--- src/rtl/nes_audio_i2s_tx.sv ---
// nes_audio_i2s_tx
// Output stage of the NES APU audio path. Filtered 16-bit samples arrive on a
// one-cycle strobe and are buffered in a small FIFO. They leave as
// Philips-format I2S, with the mono sample sent in both the left and the right slot.
//
// Parameters
//   CLK_DIV      clk cycles per BCLK half-period (>= 1)
//   FIFO_DEPTH   sample FIFO entries (power of two, >= 2)
//
// Ports
//   clk           system clock, rising edge
//   rst_n         asynchronous active-low reset
//   sample_in     signed 16-bit sample from the FIR stage
//   sample_valid  one-cycle write strobe
//   i2s_bclk      bit clock
//   i2s_lrck      word select (0 = left, 1 = right)
//   i2s_sdata     serial data, MSB first, one-bit delayed from lrck
//   fifo_level    current FIFO occupancy
//   underrun      one-cycle pulse: FIFO empty at frame load
//   overflow      one-cycle pulse: write dropped, FIFO full
//
// Build option
//   I2S_UNDERRUN_HOLD_EN  when defined, an underrun repeats the last word;
//                         otherwise an underrun frame carries silence.

module nes_audio_i2s_tx #(
    parameter int CLK_DIV    = 4,
    parameter int FIFO_DEPTH = 4
) (
    input  logic                               clk,
    input  logic                               rst_n,
    input  logic [15:0]                        sample_in,
    input  logic                               sample_valid,
    output logic                               i2s_bclk,
    output logic                               i2s_lrck,
    output logic                               i2s_sdata,
    output logic [$clog2(FIFO_DEPTH+1)-1:0]    fifo_level,
    output logic                               underrun,
    output logic                               overflow
);

    localparam int AW = (FIFO_DEPTH > 1) ? $clog2(FIFO_DEPTH) : 1;
    localparam int DW = (CLK_DIV > 1) ? $clog2(CLK_DIV) : 1;
    localparam int LW = $clog2(FIFO_DEPTH + 1);
    localparam logic [DW-1:0] DIV_TC = DW'(CLK_DIV - 1);

    logic [DW-1:0] div_cnt;
    logic [4:0]    slot;
    logic [4:0]    slot_nxt;
    logic [3:0]    bit_idx;
    logic [15:0]   word;
    logic [15:0]   mem [FIFO_DEPTH];
    logic [AW:0]   wr_ptr;
    logic [AW:0]   rd_ptr;

    logic fall_evt;
    logic pop_evt;
    logic empty;
    logic full;
    logic do_pop;
    logic do_push;

    assign fall_evt = i2s_bclk && (div_cnt == DIV_TC);
    assign slot_nxt = slot + 5'd1;
    assign pop_evt  = fall_evt && (slot_nxt == 5'd0);

    // Slots 1..15 carry W[16-b] and 17..31 carry W[32-b]; slot 16 carries W[0].
    // Both fold into (16 - b) mod 16 on the low four slot bits.
    assign bit_idx  = 4'd0 - slot_nxt[3:0];

    assign empty   = (wr_ptr == rd_ptr);
    assign full    = (wr_ptr[AW] != rd_ptr[AW]) &&
                     (wr_ptr[AW-1:0] == rd_ptr[AW-1:0]);
    assign do_pop  = pop_evt && !empty;
    // A pop in the same cycle frees the slot a full FIFO needs for the push.
    assign do_push = sample_valid && (!full || do_pop);

    assign fifo_level = LW'(wr_ptr - rd_ptr);

    always_ff @(posedge clk or negedge rst_n) begin
        if (!rst_n) begin
            div_cnt  <= '0;
            i2s_bclk <= 1'b0;
        end else if (div_cnt == DIV_TC) begin
            div_cnt  <= '0;
            i2s_bclk <= ~i2s_bclk;
        end else begin
            div_cnt  <= div_cnt + 1'b1;
        end
    end

    always_ff @(posedge clk or negedge rst_n) begin
        if (!rst_n) begin
            slot      <= 5'd31;
            i2s_lrck  <= 1'b1;
            i2s_sdata <= 1'b0;
            word      <= '0;
            underrun  <= 1'b0;
        end else begin
            underrun <= pop_evt && empty;
            if (fall_evt) begin
                slot <= slot_nxt;
                if (slot_nxt == 5'd0) begin
                    i2s_lrck  <= 1'b0;
                    // The outgoing word still sits in W here, so its LSB is the
                    // delayed right-channel bit for this slot.
                    i2s_sdata <= word[0];
                    if (!empty) begin
                        word <= mem[rd_ptr[AW-1:0]];
                    end else begin
`ifdef I2S_UNDERRUN_HOLD_EN
                        word <= word;
`else
                        word <= '0;
`endif
                    end
                end else begin
                    if (slot_nxt == 5'd16) begin
                        i2s_lrck <= 1'b1;
                    end
                    i2s_sdata <= word[bit_idx];
                end
            end
        end
    end

    always_ff @(posedge clk or negedge rst_n) begin
        if (!rst_n) begin
            wr_ptr   <= '0;
            rd_ptr   <= '0;
            overflow <= 1'b0;
        end else begin
            overflow <= sample_valid && !do_push;
            if (do_push) begin
                wr_ptr <= wr_ptr + 1'b1;
            end
            if (do_pop) begin
                rd_ptr <= rd_ptr + 1'b1;
            end
        end
    end

    // Storage needs no reset; the pointers define what is valid.
    always_ff @(posedge clk) begin
        if (do_push) begin
            mem[wr_ptr[AW-1:0]] <= sample_in;
        end
    end

endmodule

--- config.mk ---
export PLATFORM = sky130hd
export DESIGN_NAME = nes_audio_i2s_tx
export DESIGN_NICKNAME = d
export VERILOG_FILES = /design/src/rtl/nes_audio_i2s_tx.sv
export SDC_FILE = /design/constraint.sdc
export NUM_CORES = 1
export LEC_CHECK = 0
export CORE_AREA = 2 2 111 70
export CTS_CLUSTER_DIAMETER = 200
export DETAILED_ROUTE_END_ITERATION = 8
export DIE_AREA = 0 0 113 72
export PLACE_DENSITY = 0.77
export RECOVER_POWER = 50
export SYNTH_ARGS = -nofsm -noshare
export SYNTH_HDL_FRONTEND = slang
export SYNTH_SLANG_ARGS = --single-unit
--- constraint.sdc ---
create_clock -name clk -period 3.4 [get_ports clk]
set_input_delay 0.51 -clock clk [delete_from_list [all_inputs] [get_ports clk]]
set_output_delay 0.51 -clock clk [all_outputs]
set_load 0.02 [all_outputs]
Yosys cells after proc, flatten, opt, wreduce, memory -nomap -nowiden
Memory sizes are Yosys's and may differ from the RTL's.
Cells that the tools add are included.
Storage, ports and cells
  register bits: 34
  bits in writable memories: 64
  input bits: 19
  output and inout port bits: 8
  word-level logic and storage cells: 48
  memories kept: 1
Operators by class
  add/sub/neg operators: 6
  order comparisons: 1
  equal/unequal tests: 5
  muxes and demuxes: 9
  bitwise gates (word level): 1
  reduce and logical (&&, ||, !) cells: 15
Memory list
  mem: words 4, width 16, rd ports 1, clocked after memory_dff 0, write ports 1, RTL line 52  | logic [15:0] mem [FIFO_DEPTH];
Operator list (count)
  $mux W16: 1
  $logic_and A1 B1 Y1: 7
  $add A3 B1 Y3 const B: 2
  $mux W1: 6
  $add A5 B1 Y5 const B: 1
  $eq A5 B5 Y1 const B: 1
  $logic_not A5 Y1: 1
  $lt A4 B5 Y1 const B: 1
  $bmux W1 S4: 1
  $reduce_and A2 Y1: 2
  $sub A1 B4 Y4 const A: 1
  $eq A3 B3 Y1: 1
  $logic_not A1 Y1: 3
  $sub A3 B3 Y3: 1
  $add A2 B1 Y2 const B: 1
  $eq A2 B2 Y1: 1
  $eq A2 B2 Y1 const B: 1
  $mux W2: 1
  $reduce_bool A2 Y1: 1
  $logic_or A1 B1 Y1: 1
  $ne A1 B1 Y1: 1
  $not A1 Y1: 1

Depth between registers and ports, before layout
  word-level depth: 8
  mapped depth: 9
  mapped depth without buffers: 7

Worst setup path after synthesis
OpenSTA, ideal clock, no wires.
  kind: flip-flop to flip-flop
  from: reg rd_ptr[1]
  to: mem mem[3][0] (enable)
  arrival: 2.247 ns
  data required time: 3.025 ns
  path slack: 0.778 ns
  stages on the path, launching flop included: 9
  period minus slack after synthesis: 2.622 ns
  path through: dfrtp_1 -> clkbuf_1 -> clkbuf_1 -> inv_1 -> ha_1 -> nand2_1 -> nor2_1 -> a21boi_2 -> and2_1
On the way
  longest elaborated chain between the ends: 7
Ends and longest elaborated chain
  start: declaration: RTL line 54  | logic [AW:0] rd_ptr;
  start signal: assignment: RTL line 138  | rd_ptr <= rd_ptr + 1'b1;
  $eq A3 B3 Y1 or $eq A2 B2 Y1 (tied branches): RTL line 71, 73
  $logic_not A1 Y1 or $logic_and A1 B1 Y1 (tied branches)
  $logic_and A1 B1 Y1 or $logic_not A1 Y1 (tied branches): RTL line 74, 76
  $logic_or A1 B1 Y1 *: RTL line 76  | assign do_push = sample_valid && (!full || do_pop);
  $logic_and A1 B1 Y1 *: RTL line 76
  $mux W1 *: RTL line 145  | if (do_push) begin
  $mux W1 (not written as such) *: RTL line 146  | mem[wr_ptr[AW-1:0]] <= sample_in;
  end: declaration: RTL line 52
Mark *: on every way between the ends. The rest lies on a longest branch, timed or not.

Worst setup path in the final report
  from: reg wr_ptr[0]
  to: out fifo_level[2]
On the way
  longest elaborated chain between the ends: 1
Ends and longest elaborated chain
  start: declaration: RTL line 53  | logic [AW:0] wr_ptr;
  start signal: assignment: RTL line 135  | wr_ptr <= wr_ptr + 1'b1;
  $sub A3 B3 Y3: RTL line 78  | assign fifo_level = LW'(wr_ptr - rd_ptr);
  end: declaration: RTL line 37  | output logic [$clog2(FIFO_DEPTH+1)-1:0] fifo_level,
No other way between the ends.

==> impl_metrics.ini <==
[final_layout]
area_growth_pct = 16.0
fillCellCount = 498
antennaDiodeCount = 0
drive_gt1_share_pct = 18.7
fin_nets = 287

[sta]
fin_skew_ns = 0.00865
period_share_pct = 80.0
finalSetupTns_ns = 0
tightest_slew_ns = 1.79
finalHoldViolCount = 0
fmax_mhz = 368
slew_violations = 35
relSlewSlack_pct = -19.6
min_period_ns = 2.72
setup_viol = 0
rsz0062_at_grt = false
worst_slack_ns = 0.682

[die]
pin_count = 27
die-area_mm2 = 0.00814
rows = 24
die_w_um = 113
core_area_mm2 = 0.00709
start_util_pct = 56.4
chipHeight_um = 72

[logic_synthesis]
synth_cell_types = 33
synth_area_mm2 = 0.00399
ys_seq_elements = 98
synthCells = 224
seq_area_frac_synth_pct = 69.6
postSynthAreaPerCell_um2 = 17.8
ys_warn_count = 0
synth_nets = 254

[run]
maxCapViolations = 1

[cts]
cts_resized = 0
clock_latency_ns = 0.35
cts_made_buffers = 9
cts_tree = built
clock_path_buffers = 2
cts.sinks = 98
holdBufCountCts = 0
postCtsSetupRepairBufs = 0
cts_root_buf = clkbuf_16
h-tree-depth = 3
path_clk_slew_ns = 0.06

[routing]
drt_iter0_drc = 126
drt-wirelength-per-cell_um = 18.7
vias = 1981
wl_um = 6590
drcViolationCount = 3
ant_nets = 0
first_pass_iters = 6
routed_via_density = 5.61

[worst_setup_path]
worstPathArrival_ns = 2.21
worstPathMaxFanout = 4
crit_slowest_cell = clkdlybuf4s50_1
cp-start-kind = flop
critPathMaxStageDelay_ns = 0.61
path_cells = inv_1 > ha_1 > fa_1 > xnor2_1 > clkdlybuf4s50_1
endpoint_kind = output port
crit_required_ns = 2.89
path_class = reg2out

[grt]
grt_max_degree = 35
grt_usage_pct = 18.1
antenna_found_initial = 0
grt_pass1_wl_um = 10600
grt_pass1_vias = 1955
overflow = 0

[hold_path]
hold_class = reg2reg

[outcome]
outcome = finished, violations left
violations = design-rule violations, max-capacitance violations, max-slew violations

[place]
dp_slack_ns = 0.849
hpwl_um = 4250
port_buffers = 26
gp_congestion = 0.843

[power]
ir_drop_uv = 458
power_density_mw_per_mm2 = 605
power_leakage_nw = 1.74
## report_power, final
group          internal [mW]  switching, mW  total (mW)  leakage (nW)
clock                  0.500          0.405       0.905         0.124
sequential              1.46         0.0464        1.51          1.03
combinational          0.157          0.234       0.391         0.586
total                   2.12          0.686        2.80          1.74
## synth_stat cells
| library cell | count | share of area (%) |
|---|---|---|
| a22o_1 | 16 | 3.5 |
| a31o_1 | 1 | 0.22 |
| o21ai_1 | 1 | 0.13 |
| xor2_1 | 5 | 1.1 |
| clkbuf_2 | 1 | 0.13 |
| and3_1 | 1 | 0.16 |
| nand4_1 | 1 | 0.16 |
| edfxtp_1 | 64 | 48 |
| ha_1 | 10 | 3.1 |
| dfstp_2 | 6 | 3.9 |
| o2111ai_1 | 1 | 0.22 |
| nor2b_1 | 1 | 0.16 |
| buf_2 | 8 | 1.0 |
| clkbuf_1 | 3 | 0.28 |
| inv_1 | 6 | 0.56 |
| xor2_2 | 1 | 0.41 |
| nor2_1 | 6 | 0.56 |
| buf_4 | 1 | 0.19 |
| mux4_2 | 21 | 12 |
| and2_1 | 5 | 0.78 |
| o21ai_0 | 3 | 0.38 |
| a21boi_2 | 1 | 0.28 |
| nor3_1 | 1 | 0.13 |
| a41oi_1 | 1 | 0.22 |
| xnor2_1 | 9 | 2.0 |
| nand3_1 | 3 | 0.38 |
| nand2_1 | 13 | 1.2 |
| fa_1 | 1 | 0.50 |
| o211ai_1 | 1 | 0.19 |
| o31ai_1 | 1 | 0.19 |
| dfrtp_1 | 28 | 18 |
| or2_1 | 1 | 0.16 |
| a21oi_1 | 2 | 0.25 |
## worst paths after layout
check / end / cells past startpoint / slack (ns) / from
min in group asynchronous: wr_ptr[1]$_DFFE_PN0P_ / 2 / 1.18 / rst_n
min: div_cnt[0]$_DFF_PN0_ / 1 / 0.43 / div_cnt[0]$_DFF_PN0_
max in group asynchronous: word[6]$_DFFE_PN0N_ / 2 / 1.18 / rst_n
max: fifo_level[2] / 5 / 0.68 / wr_ptr[0]$_DFFE_PN0P_
max reg2reg: i2s_sdata$_DFFE_PN0N_ / 7 / 0.84 / slot[0]$_DFFE_PN1N_
min reg2reg: div_cnt[0]$_DFF_PN0_ / 1 / 0.43 / div_cnt[0]$_DFF_PN0_
## through the flow
stage	utilization [%]	total power, mW	cell area, um2	instances	hold slack [ns]
after floorplan	-	1.74	3990	224	0.214
after global placement	61.7	1.92	4370	337	0.415
after detailed placement	61.7	1.93	4370	337	0.429
after CTS	65.4	2.84	4640	353	0.438
after global routing	65.4	2.93	4630	353	0.448
final	65.4	2.80	4630	353	0.432
## final cells by class
type | instances | area (um2) | area share, %
clock buffer | 13 | 240 | 5.18
clock inverter | 3 | 25.0 | 0.540
inverter | 6 | 22.5 | 0.486
multi-input combinational | 107 | 1130 | 24.3
sequential | 98 | 2780 | 60.0
tap | 91 | 114 | 2.46
timing repair buffer | 35 | 324 | 6.99
## cells in the final DEF (no fill, tap or decap), types with 2 or more instances in the layout
cell type,count
a21oi_1,2
a22o_1,16
and2_1,5
buf_4,8
clkbuf_1,5
clkbuf_16,9
clkdlybuf4s50_1,9
dfrtp_1,28
dfstp_2,6
dlygate4sd3_1,17
edfxtp_1,64
ha_1,10
inv_1,6
mux4_2,21
nand2_1,13
nand3_1,3
nor2_1,6
o21ai_0,3
xnor2_1,9
xor2_1,5
## worst max-delay path, delay by kind of cell, from the launching register on
kind                       cells  cell delay [ns]
DFF                            1             0.37
adders and majority gates      2             0.61
buffers and inverters          2             0.72
xor gates and xnor gates       1             0.16
## logic make-up (layout without fill, tap and decap cells)
| family | after synthesis | count (layout) | synth area share, % |
|---|---|---|---|
| AO/OA/AOI/OAI | 28 | 28 | 5.58 |
| buffers and inverters | 19 | 57 | 2.16 |
| AND/OR/NAND/NOR | 32 | 32 | 3.70 |
| adder cells (fa/ha/maj) | 11 | 11 | 3.63 |
| multiplexers | 21 | 21 | 11.8 |
| XOR/XNOR | 15 | 15 | 3.48 |
| flip-flops | 98 | 98 | 69.6 |
## sequential cells by signal, summed over array words and instances (netlist names)
name and cells:
overflow 1, mem 64, word 16, div_cnt 2, i2s_bclk 1, underrun 1
i2s_sdata 1, slot 5, wr_ptr 3, rd_ptr 3, i2s_lrck 1
## layer usage
metal  up-vias  track usage (%)  wire length [um]
met5         -                0                 0
met4         0             5.28                50
met3         5             7.44               365
met2        49             25.6              2860
met1       994             26.4              3310
li1        933                -                 -
No activity file was read; power rests on OpenSTA's default activity.
